===== src/rtl/dpram_arb.sv =====
// Round-robin two-master arbiter for port B of the byte-writable dpram.
// One RAM access per cycle; registered read valids are steered back to the issuing master.
//
// state      | meaning
// -----------+---------------------------------------------------------------
// last_q     | master granted most recently (1 after reset, so m0 wins first)
// hold_v_q   | a locked grant is in force for hold_own_q
// hold_own_q | master owning the lock
// lock_cnt_q | consecutive locked grants to the owner, saturates at LOCK_MAX
// rd_pend_q  | per-master read issued last cycle (drives rvalid)
module dpram_arb #(
  parameter int ADDR_WIDTH = 12,
  parameter int DATA_WIDTH = 32,
  parameter int NUM_COL    = 4,
  parameter int LOCK_MAX   = 8
) (
  input  logic                  clk,
  input  logic                  reset,
  input  logic                  m0_req,
  input  logic                  m1_req,
  input  logic                  m0_lock,
  input  logic                  m1_lock,
  input  logic [NUM_COL-1:0]    m0_we,
  input  logic [NUM_COL-1:0]    m1_we,
  input  logic [ADDR_WIDTH-1:0] m0_addr,
  input  logic [ADDR_WIDTH-1:0] m1_addr,
  input  logic [DATA_WIDTH-1:0] m0_din,
  input  logic [DATA_WIDTH-1:0] m1_din,
  output logic                  m0_gnt,
  output logic                  m1_gnt,
  output logic [DATA_WIDTH-1:0] m0_dout,
  output logic [DATA_WIDTH-1:0] m1_dout,
  output logic                  m0_rvalid,
  output logic                  m1_rvalid,
  output logic                  enaB,
  output logic [NUM_COL-1:0]    weB,
  output logic [ADDR_WIDTH-1:0] addrB,
  output logic [DATA_WIDTH-1:0] dinB,
  input  logic [DATA_WIDTH-1:0] doutB
);

  localparam int CNT_W = $clog2(LOCK_MAX + 1);
  localparam logic [CNT_W-1:0] CNT_MAX = CNT_W'(LOCK_MAX);

  logic             last_q, last_d;
  logic             hold_v_q, hold_v_d;
  logic             hold_own_q, hold_own_d;
  logic [CNT_W-1:0] lock_cnt_q, lock_cnt_d;
  logic [1:0]       rd_pend_q, rd_pend_d;

  logic gnt0, gnt1;
  logic owner_req, hold_ok, gnt_lock;

  always_comb begin
    gnt0      = 1'b0;
    gnt1      = 1'b0;
    owner_req = hold_own_q ? m1_req : m0_req;
    hold_ok   = hold_v_q && owner_req && (lock_cnt_q < CNT_MAX);
    if (!reset) begin
      if (hold_ok) begin
        gnt0 = !hold_own_q;
        gnt1 = hold_own_q;
      end else if (m0_req && m1_req) begin
        gnt0 = last_q;
        gnt1 = !last_q;
      end else begin
        gnt0 = m0_req;
        gnt1 = m1_req;
      end
    end
  end

  // Idle cycles leave addrB/dinB on m0's command; only enaB/weB matter then.
  always_comb begin
    m0_gnt    = gnt0;
    m1_gnt    = gnt1;
    enaB      = gnt0 | gnt1;
    weB       = '0;
    addrB     = m0_addr;
    dinB      = m0_din;
    if (gnt1) begin
      weB   = m1_we;
      addrB = m1_addr;
      dinB  = m1_din;
    end else if (gnt0) begin
      weB = m0_we;
    end
    m0_dout   = doutB;
    m1_dout   = doutB;
    m0_rvalid = rd_pend_q[0];
    m1_rvalid = rd_pend_q[1];
  end

  always_comb begin
    last_d     = last_q;
    hold_v_d   = 1'b0;
    hold_own_d = hold_own_q;
    lock_cnt_d = '0;
    gnt_lock   = gnt1 ? m1_lock : m0_lock;
    rd_pend_d  = {gnt1 && (m1_we == '0), gnt0 && (m0_we == '0)};
    if (gnt0 || gnt1) begin
      last_d = gnt1;
      if (gnt_lock) begin
        hold_v_d   = 1'b1;
        hold_own_d = gnt1;
        if (hold_v_q && (hold_own_q == gnt1)) begin
          lock_cnt_d = (lock_cnt_q == CNT_MAX) ? CNT_MAX : lock_cnt_q + 1'b1;
        end else begin
          lock_cnt_d = CNT_W'(1);
        end
      end
    end
  end

  always_ff @(posedge clk or posedge reset) begin
    if (reset) begin
      last_q     <= 1'b1;
      hold_v_q   <= 1'b0;
      hold_own_q <= 1'b0;
      lock_cnt_q <= '0;
      rd_pend_q  <= '0;
    end else begin
      last_q     <= last_d;
      hold_v_q   <= hold_v_d;
      hold_own_q <= hold_own_d;
      lock_cnt_q <= lock_cnt_d;
      rd_pend_q  <= rd_pend_d;
    end
  end

endmodule


===== config.mk =====
export PLATFORM = sky130hd
export DESIGN_NAME = dpram_arb
export DESIGN_NICKNAME = d
export VERILOG_FILES = /design/src/rtl/dpram_arb.sv
export SDC_FILE = /design/constraint.sdc
export NUM_CORES = 1
export LEC_CHECK = 0
export CAP_MARGIN = 15
export CORE_AREA = 5 5 95 97
export CTS_BUF_LIST = sky130_fd_sc_hd__clkbuf_16
export DETAILED_ROUTE_END_ITERATION = 16
export DIE_AREA = 0 0 100 102
export DONT_BUFFER_PORTS = 1
export PLACE_DENSITY = 0.44
export SYNTH_ARGS = -nofsm -noshare
export SYNTH_HDL_FRONTEND = slang
export SYNTH_SLANG_ARGS = --single-unit

===== constraint.sdc =====
create_clock -name clk -period 2.4 [get_ports clk]
set_input_delay 0.36 -clock clk [delete_from_list [all_inputs] [get_ports clk]]
set_output_delay 0.36 -clock clk [all_outputs]
set_load 0.02 [all_outputs]

Word level (Yosys, flattened, before mapping)

Index checks and enable logic that the tools add are counted.

Add/sub/neg operators: 1
Order comparisons: 1
Eq/ne operators: 2
Multiplexer cells: 18
Bitwise logic cells: 1
Reductions and logical operators: 12

Operators with widths:

| operator            | count |
|---|---|
| $mux 32             | 1 |
| $mux 4              | 6 |
| $mux 12             | 1 |
| $mux 1              | 10 |
| $logic_not 4->1     | 2 |
| $logic_and 1x1->1   | 6 |
| $add 4x1->4 const B | 1 |
| $eq 4x4->1 const B  | 1 |
| $lt 4x4->1 const B  | 1 |
| $logic_not 1->1     | 2 |
| $reduce_and 2->1    | 1 |
| $eq 1x1->1          | 1 |
| $logic_or 1x1->1    | 1 |
| $or 1x1->1          | 1 |

Register bits after elaboration: 9
Output and inout port bits: 117

Longest topological paths before layout

Gate-level depths: netlist of the first run.

Word-level depth: 10
Gate-level depth with buffers: 6
Gate-level depth less buffers: 6

Worst setup path before layout of the first run

No wires, ideal clock.

Kind: reg-to-output
From: reg hold_v_q
To: out dinB[0]
Arrival time: 1.640 ns
Path slack: 0.400 ns
Cell stages (with the launch flop): 6
Path buffers: 1
Cells stage by stage: dfrtp_1 nor3b_1 a21o_2 a21oi_4 clkbuf_8 mux2_2

Word-level cells in the longest chain between the ends: 5

Ends and longest elaborated chain:

| element                         | RTL line | RTL |
|---|---|---|
| from (decl)                     | 46       | `logic hold_v_q, hold_v_d;` |
| from (signal assigned)          | 124      | `hold_v_q <= hold_v_d;` |
| $logic_and 1x1->1 (2 in series) | 58       | `hold_ok = hold_v_q && owner_req && (lock_cnt_q < CNT_MAX);` |
| $mux 1                          | 60       | `if (hold_ok) begin` |
| $mux 1                          | 59       | `if (!reset) begin` |
| $mux 32                         | 81       | `if (gnt1) begin` |
| to (decl)                       | 38       | `output logic [DATA_WIDTH-1:0] dinB,` |

Every way passes these cells.

Worst setup path in the final report of the first run

From: reg lock_cnt_q[3]
To: out dinB[28]

Word-level cells in the longest chain between the ends: 5

Ends and longest elaborated chain:

| element                | RTL line | RTL |
|---|---|---|
| from (decl)            | 48       | `logic [CNT_W-1:0] lock_cnt_q, lock_cnt_d;` |
| from (signal assigned) | 126      | `lock_cnt_q <= lock_cnt_d;` |
| $lt 4x4->1             | 58       |  |
| $logic_and 1x1->1      | 58       |  |
| $mux 1                 | 60       |  |
| $mux 1                 | 59       |  |
| via m1_gnt             | 30       | `output logic m1_gnt,` |
| $mux 32                | 81       |  |

The timed path passes the listed nets, and every way through them passes these cells.

==> flow_summary.ini, run 1 <==
[status]
status = complete, but fails checks
violations = hold timing, setup timing

[critical_path]
cp_max_fo = 23
end_kind = output pin
crit_arrival_ns = 2.10
rr_worst_depth = 4
crit_type = register to output pin
worstSetupStartpointType = register
critPathRequiredTime_ns = 2.04

[sta]
finalMaxSlewViolations = 0
fmax_mhz = 406
setup_viol = 40
finalSetupTns_ns = -1.43
finalHoldViolCount = 3
setup_ws_ns = -0.0631
fin_skew_ns = 0.00135
holdWs_ns = -0.000825
fin_crit_sh = 1.03
worst_pin_slew_ns = 0.607
rsz0062_at_grt = true
max_slew_margin = 0.593
fin_crit_ns = 2.46

[floorplanning]
core_area_um2 = 8050
rows = 33
dieArea_um2 = 10200
die_height_um = 102
dieWidth_um = 100
initial_core_util = 0.201
ioPinCount = 251

[drt]
postRouteAntennaNets = 0
post_drt_wl_per_cell_um = 24.0
top_layer_used = met4
drt_iter0_drc = 12
detailroute.wirelength.met2_um = 2730
met1_length_um = 1790
route.met3.wl_um = 750
viasPerCell = 4.36
vias = 963
drcViolationCount = 0
wirelength_um = 5310
firstDrtPassIters = 2

[logic_synthesis]
yosys_warnings = 0
synthTopCellsByCount = 65 x buf_4, 41 x mux2_2, 8 x dfrtp_1
ys.flop_type = dfrtp_1
yosys_register_bits = 9
synth_top_area_frac = 0.301
synth_nets = 311
synth_area_per_cell_um2 = 9.25
syn_area_um2 = 1620
synth_top_cell_by_area = buf_4
synth.most_common_cell = buf_4
yosysSeqAreaShare = 0.140
synth_edf_count = 0
synth.top_cells.by_area = buf_4 30%, mux2_2 29%, dfrtp_1 12%, a22o_1 2.2%, buf_6 2.1%
netlist_instances = 175
yosys.cell_types.count = 35
async_flop_share = 1.00

[worst_hold_path]
min_path_type = input pin to async pin

[placed_design]
hpwl_um = 4510
dpl_cell_area_um2 = 1250
io_buffers = 0
gp_congestion = 0.763
preCtsSetupSlack_ns = 0.183

[clock_network]
numCtsBuffers = 3
cts.sinks = 9
h-tree-depth = 1
cts-root-buf = clkbuf_16
cts_tree = done
clockBufferDepth = 2
path_clk_slew_ns = 0.04
clock_latency_ns = 0.23

[global_routing]
grt_max_degree = 47
overflow = 0
grt_pass1_wl_um = 6470
antenna_found_initial = 0
grt_usage = 0.0836
grt_pass1_vias = 1046

[finish]
fin_area_um2 = 1460
diodes = 0
drive_gt1_frac = 0.569
multi_input_area_um2 = 898
area_growth_pct = -10.1
final-seq-area_um2 = 229
fillers = 895
nets = 253

[pwr]
totalPowerFinal_mw = 0.808
pwr_density_cell_nw_per_um2 = 555
vdd_drop_max_v = 0.000195
leakage_nw = 0.582

[job]
maxCapViolCount = 0
==> layout by cell type, fill, tap and decap left out <==
cell       Yosys  routed
inv_1          6       7
nand3_1        3       3
nor2_1         3       3
a22o_2         0       4
dfstp_2        1       1
nor3b_4        0       1
a2bb2oi_1      1       1
o2111ai_1      1       1
nor3b_1        1       1
nand2b_1       2       2
o21ai_0        4       4
a21oi_1        2       2
nand2b_4       1       1
mux2_4         2      16
o21a_1         1       1
o21bai_1       1       1
dfrtp_2        0       2
and2_1         2       2
a211oi_1       1       1
nand2_1        3       3
a22oi_1        1       1
a21oi_4        1       1
xnor2_1        1       1
dfrtp_1        8       6
ha_1           2       2
mux2_2        41      28
nor4_1         2       2
or2_2          2       2
nor2b_1        2       2
buf_12         0       2
and3_1         3       3
buf_4         65       2
buf_8          0       1
o31ai_1        1       1
a21o_2         1       1
clkbuf_16      0       4
==> repair_timing <==
| item | CTS | global route |
|---|---|---|
| hold endpoints to repair | 0 | 0 |
| buffers inserted | 0 | 1 |
| setup endpoints to repair | 37 | 49 |
| pin swaps | 0 | 1 |
| gates resized for setup | 1 | 22 |
| gates cloned | 0 | 2 |
| hold buffers | 0 | 0 |
==> flip-flops by register name (all words and copies together) (netlist names) <==
name        count
lock_cnt_q      4
rd_pend_q       2
last_q          1
hold_own_q      1
hold_v_q        1
==> metal layers <==
metal,up-vias,track usage
li1,422,-
met1,423,0.0961
met2,114,0.130
met3,4,0.0539
met4,0,0.0207
met5,-,0
==> final cells by class <==
cell class,instances,share of cell area
multi-input combinational,91,0.617
clock buffer,3,0.0516
clock inverter,1,0.00258
timing repair buffer,6,0.0653
inverter,6,0.0155
sequential,9,0.157
tap,105,0.0903
==> where the power goes <==
part	switching, mW	internal (mW)	total, mW
sequential	0.0178	0.167	0.184
combinational	0.198	0.138	0.337
clock	0.0695	0.217	0.287
==> worst paths after layout <==
check,start,endpoint,slack (ns)
worst max register to register,hold_v_q$_DFF_PP0_,hold_v_q$_DFF_PP0_,0.67
worst max-delay path,lock_cnt_q[3]$_DFF_PP0_,dinB[28],-0.06
worst min register to register,last_q$_DFFE_PP1P_,last_q$_DFFE_PP1P_,0.51
max in group asynchronous,reset,last_q$_DFFE_PP1P_,2.08
worst min-delay path,reset,lock_cnt_q[2]$_DFF_PP0_,-0.0008
min in group clk,m1_we[3],rd_pend_q[1]$_DFF_PP0_,0.33
==> cells by family (layout without fill, tap and decap cells) <==
family,after synthesis,after routing,synth area share
AND/OR/NAND/NOR,25,25,0.0943
AO/OA/AOI/OAI,19,19,0.0897
buffers and inverters,75,16,0.345
flip-flops,9,9,0.140
adder cells (fa/ha/maj),2,2,0.0155
multiplexers,44,44,0.311
XOR/XNOR,1,1,0.00541
==> critical path, stage by stage (launching register included) <==
cell	delay, ns
dfrtp_2	0.43
nand2b_4	0.16
a21o_2	0.23
a21oi_4	0.37
buf_12	0.23
mux2_2	0.43
==> through the flow <==
stage	instances	utilization	hold slack (ns)
global placement	214	0.155	0.255
global route	221	0.181	0.0511
detailed placement	214	0.155	0.255
finish	221	0.181	-0.000825
floorplan	175	-	0.196
CTS	218	0.165	0.00822
(Power assumes the default switching activity.)
==> run 2: changes to the inputs <==
--- a/config.mk
+++ b/config.mk
@@ -6,12 +6,12 @@
 export NUM_CORES = 1
 export LEC_CHECK = 0
 export CAP_MARGIN = 15
-export CORE_AREA = 5 5 95 97
+export CORE_AREA = 5 5 94 96
 export CTS_BUF_LIST = sky130_fd_sc_hd__clkbuf_16
 export DETAILED_ROUTE_END_ITERATION = 16
-export DIE_AREA = 0 0 100 102
+export DIE_AREA = 0 0 99 101
 export DONT_BUFFER_PORTS = 1
-export PLACE_DENSITY = 0.44
+export PLACE_DENSITY = 0.45
 export SYNTH_ARGS = -nofsm -noshare
 export SYNTH_HDL_FRONTEND = slang
 export SYNTH_SLANG_ARGS = --single-unit
==> flow_summary.ini, run 2 (synthesis gave the netlist of run 1 again) <==
[status]
status = complete, but fails checks
violations = hold timing

[clock_network]
cts_tree = done
numCtsBuffers = 3
clockBufferDepth = 2
path_clk_slew_ns = 0.04
cts.sinks = 9
h-tree-depth = 1
clock_latency_ns = 0.24
cts-root-buf = clkbuf_16

[finish]
area_growth_pct = -17.0
drive_gt1_frac = 0.513
post-route-util = 0.169
layout_commonest_cell = mux2_2
largest_reg_flops = 4
top_regs = lock_cnt_q: 4 flops, rd_pend_q: 2 flops
final-seq-area_um2 = 226
multi_input_area_um2 = 835
nets = 252
diodes = 0
final_cells = 220
top_register = lock_cnt_q
fillers = 890
layout_common_cells = 42 x mux2_2, 8 x dfrtp_1, 7 x inv_1

[floorplanning]
ioPinCount = 251
die_height_um = 101
dieWidth_um = 99
core_area_um2 = 7970
initial_core_util = 0.203
rows = 33
dieArea_um2 = 10000

[drt]
postRouteAntennaNets = 0
viasPerCell = 4.44
wirelength_um = 5130
drcViolationCount = 0
post_drt_wl_per_cell_um = 23.3
vias = 976
firstDrtPassIters = 4
drt_iter0_drc = 8

[sta]
fin_skew_ns = 0.000943
fin_crit_ns = 2.35
finalHoldViolCount = 8
setup_viol = 0
finalSetupTns_ns = 0
fin_crit_sh = 0.980
holdWs_ns = -0.00739
max_slew_margin = 0.685
worst_pin_slew_ns = 0.470
fmax_mhz = 425
finalMaxSlewViolations = 0
rsz0062_at_grt = true

[critical_path]
worstSetupStartpointType = register
critPathRequiredTime_ns = 2.04
cp-startpoint = hold_v_q$_DFF_PP0_
end_kind = output pin
crit_type = register to output pin
r2r-start = hold_v_q$_DFF_PP0_
cp_max_fo = 46
crit_arrival_ns = 1.99

[job]
maxCapViolCount = 0

[global_routing]
grt_pass1_vias = 971
antenna_found_initial = 0
grt_max_degree = 47
grt_usage = 0.0881
met3_usage = 0.0526
grt_pass1_wl_um = 6600
met2_usage = 0.135
grtUsageMet1 = 0.101
gr-max-usage-layer = met2
overflow = 0

[pwr]
leakage_nw = 0.514
totalPowerFinal_mw = 0.772
vdd_drop_max_v = 0.000220
pwr_density_cell_nw_per_um2 = 574

[placed_design]
io_buffers = 0
place_inst = 214
gp_congestion = 0.734
hpwl_um = 4620

[worst_hold_path]
min_path_type = input pin to async pin
run 2: changes by cell type in the layout (fill, tap and decap cells not counted), moves of 2 or more:
cell     delta
dfrtp_2     -2
mux2_4     -14
mux2_2     +14
buf_4       +2
a22o_2      -4
dfrtp_1     +2
a22o_1      +4
run 2: final timing paths:
path,cells after the start,slack (ns),to
worst max-delay path,5,0.05,dinB[28]
worst max register to register,6,0.75,last_q$_DFFE_PP1P_
worst min register to register,2,0.51,last_q$_DFFE_PP1P_
min in group clk,2,0.33,rd_pend_q[1]$_DFF_PP0_
max in group asynchronous,1,2.09,last_q$_DFFE_PP1P_
worst min-delay path,1,-0.007,lock_cnt_q[3]$_DFF_PP0_
run 2: cell type report:
class | instances | area share
Sequential cell | 9 | 0.169
Clock inverter | 1 | 0.00279
Inverter | 6 | 0.0168
Clock buffer | 3 | 0.0559
Tap cell | 105 | 0.0978
Timing Repair Buffer | 5 | 0.0372
Multi-Input combinational cell | 91 | 0.621
run 2: repair_timing:
action	in CTS	in global routing
hold buffers	0	0
buffers inserted	0	2
resized for setup	0	1
setup endpoints to repair	0	42
endpoints found under the hold margin	0	0
run 2: stage by stage:
stage,setup WS (ns),cell area (µm²)
after floorplan,0.400,1620
after global placement,0.323,1250
after detailed placement,0.303,1250
after CTS,0.0475,1330
after global routing,-0.0160,1340
final,0.0475,1340
run 2: critical path, stage by stage (launching register included):
cell and delay (ns):
dfrtp_1 0.44, nor3b_1 0.18, a21o_2 0.22, a21oi_4 0.18, buf_12 0.24, mux2_2 0.44
run 2: power by group:
part	total [mW]	internal, mW	switching [mW]	leakage, nW
Combinational	0.297	0.112	0.184	0.353
Clock	0.292	0.218	0.0740	0.0423
Sequential	0.183	0.166	0.0170	0.118
Total	0.772	0.497	0.275	0.514
run 2: routing by layer:
layer	routed length, µm	share of wire
met1	1800	0.35
met2	2530	0.49
met3	719	0.14
met4	75	0.015
met5	0	0
==> run 3: changes to the inputs <==
--- a/config.mk
+++ b/config.mk
@@ -12,6 +12,7 @@
 export DIE_AREA = 0 0 99 101
 export DONT_BUFFER_PORTS = 1
 export PLACE_DENSITY = 0.45
+export SLEW_MARGIN = 20
 export SYNTH_ARGS = -nofsm -noshare
 export SYNTH_HDL_FRONTEND = slang
 export SYNTH_SLANG_ARGS = --single-unit
==> results of run 3 <==
The final DEF is identical to that of run 2; final timing and power are the same.
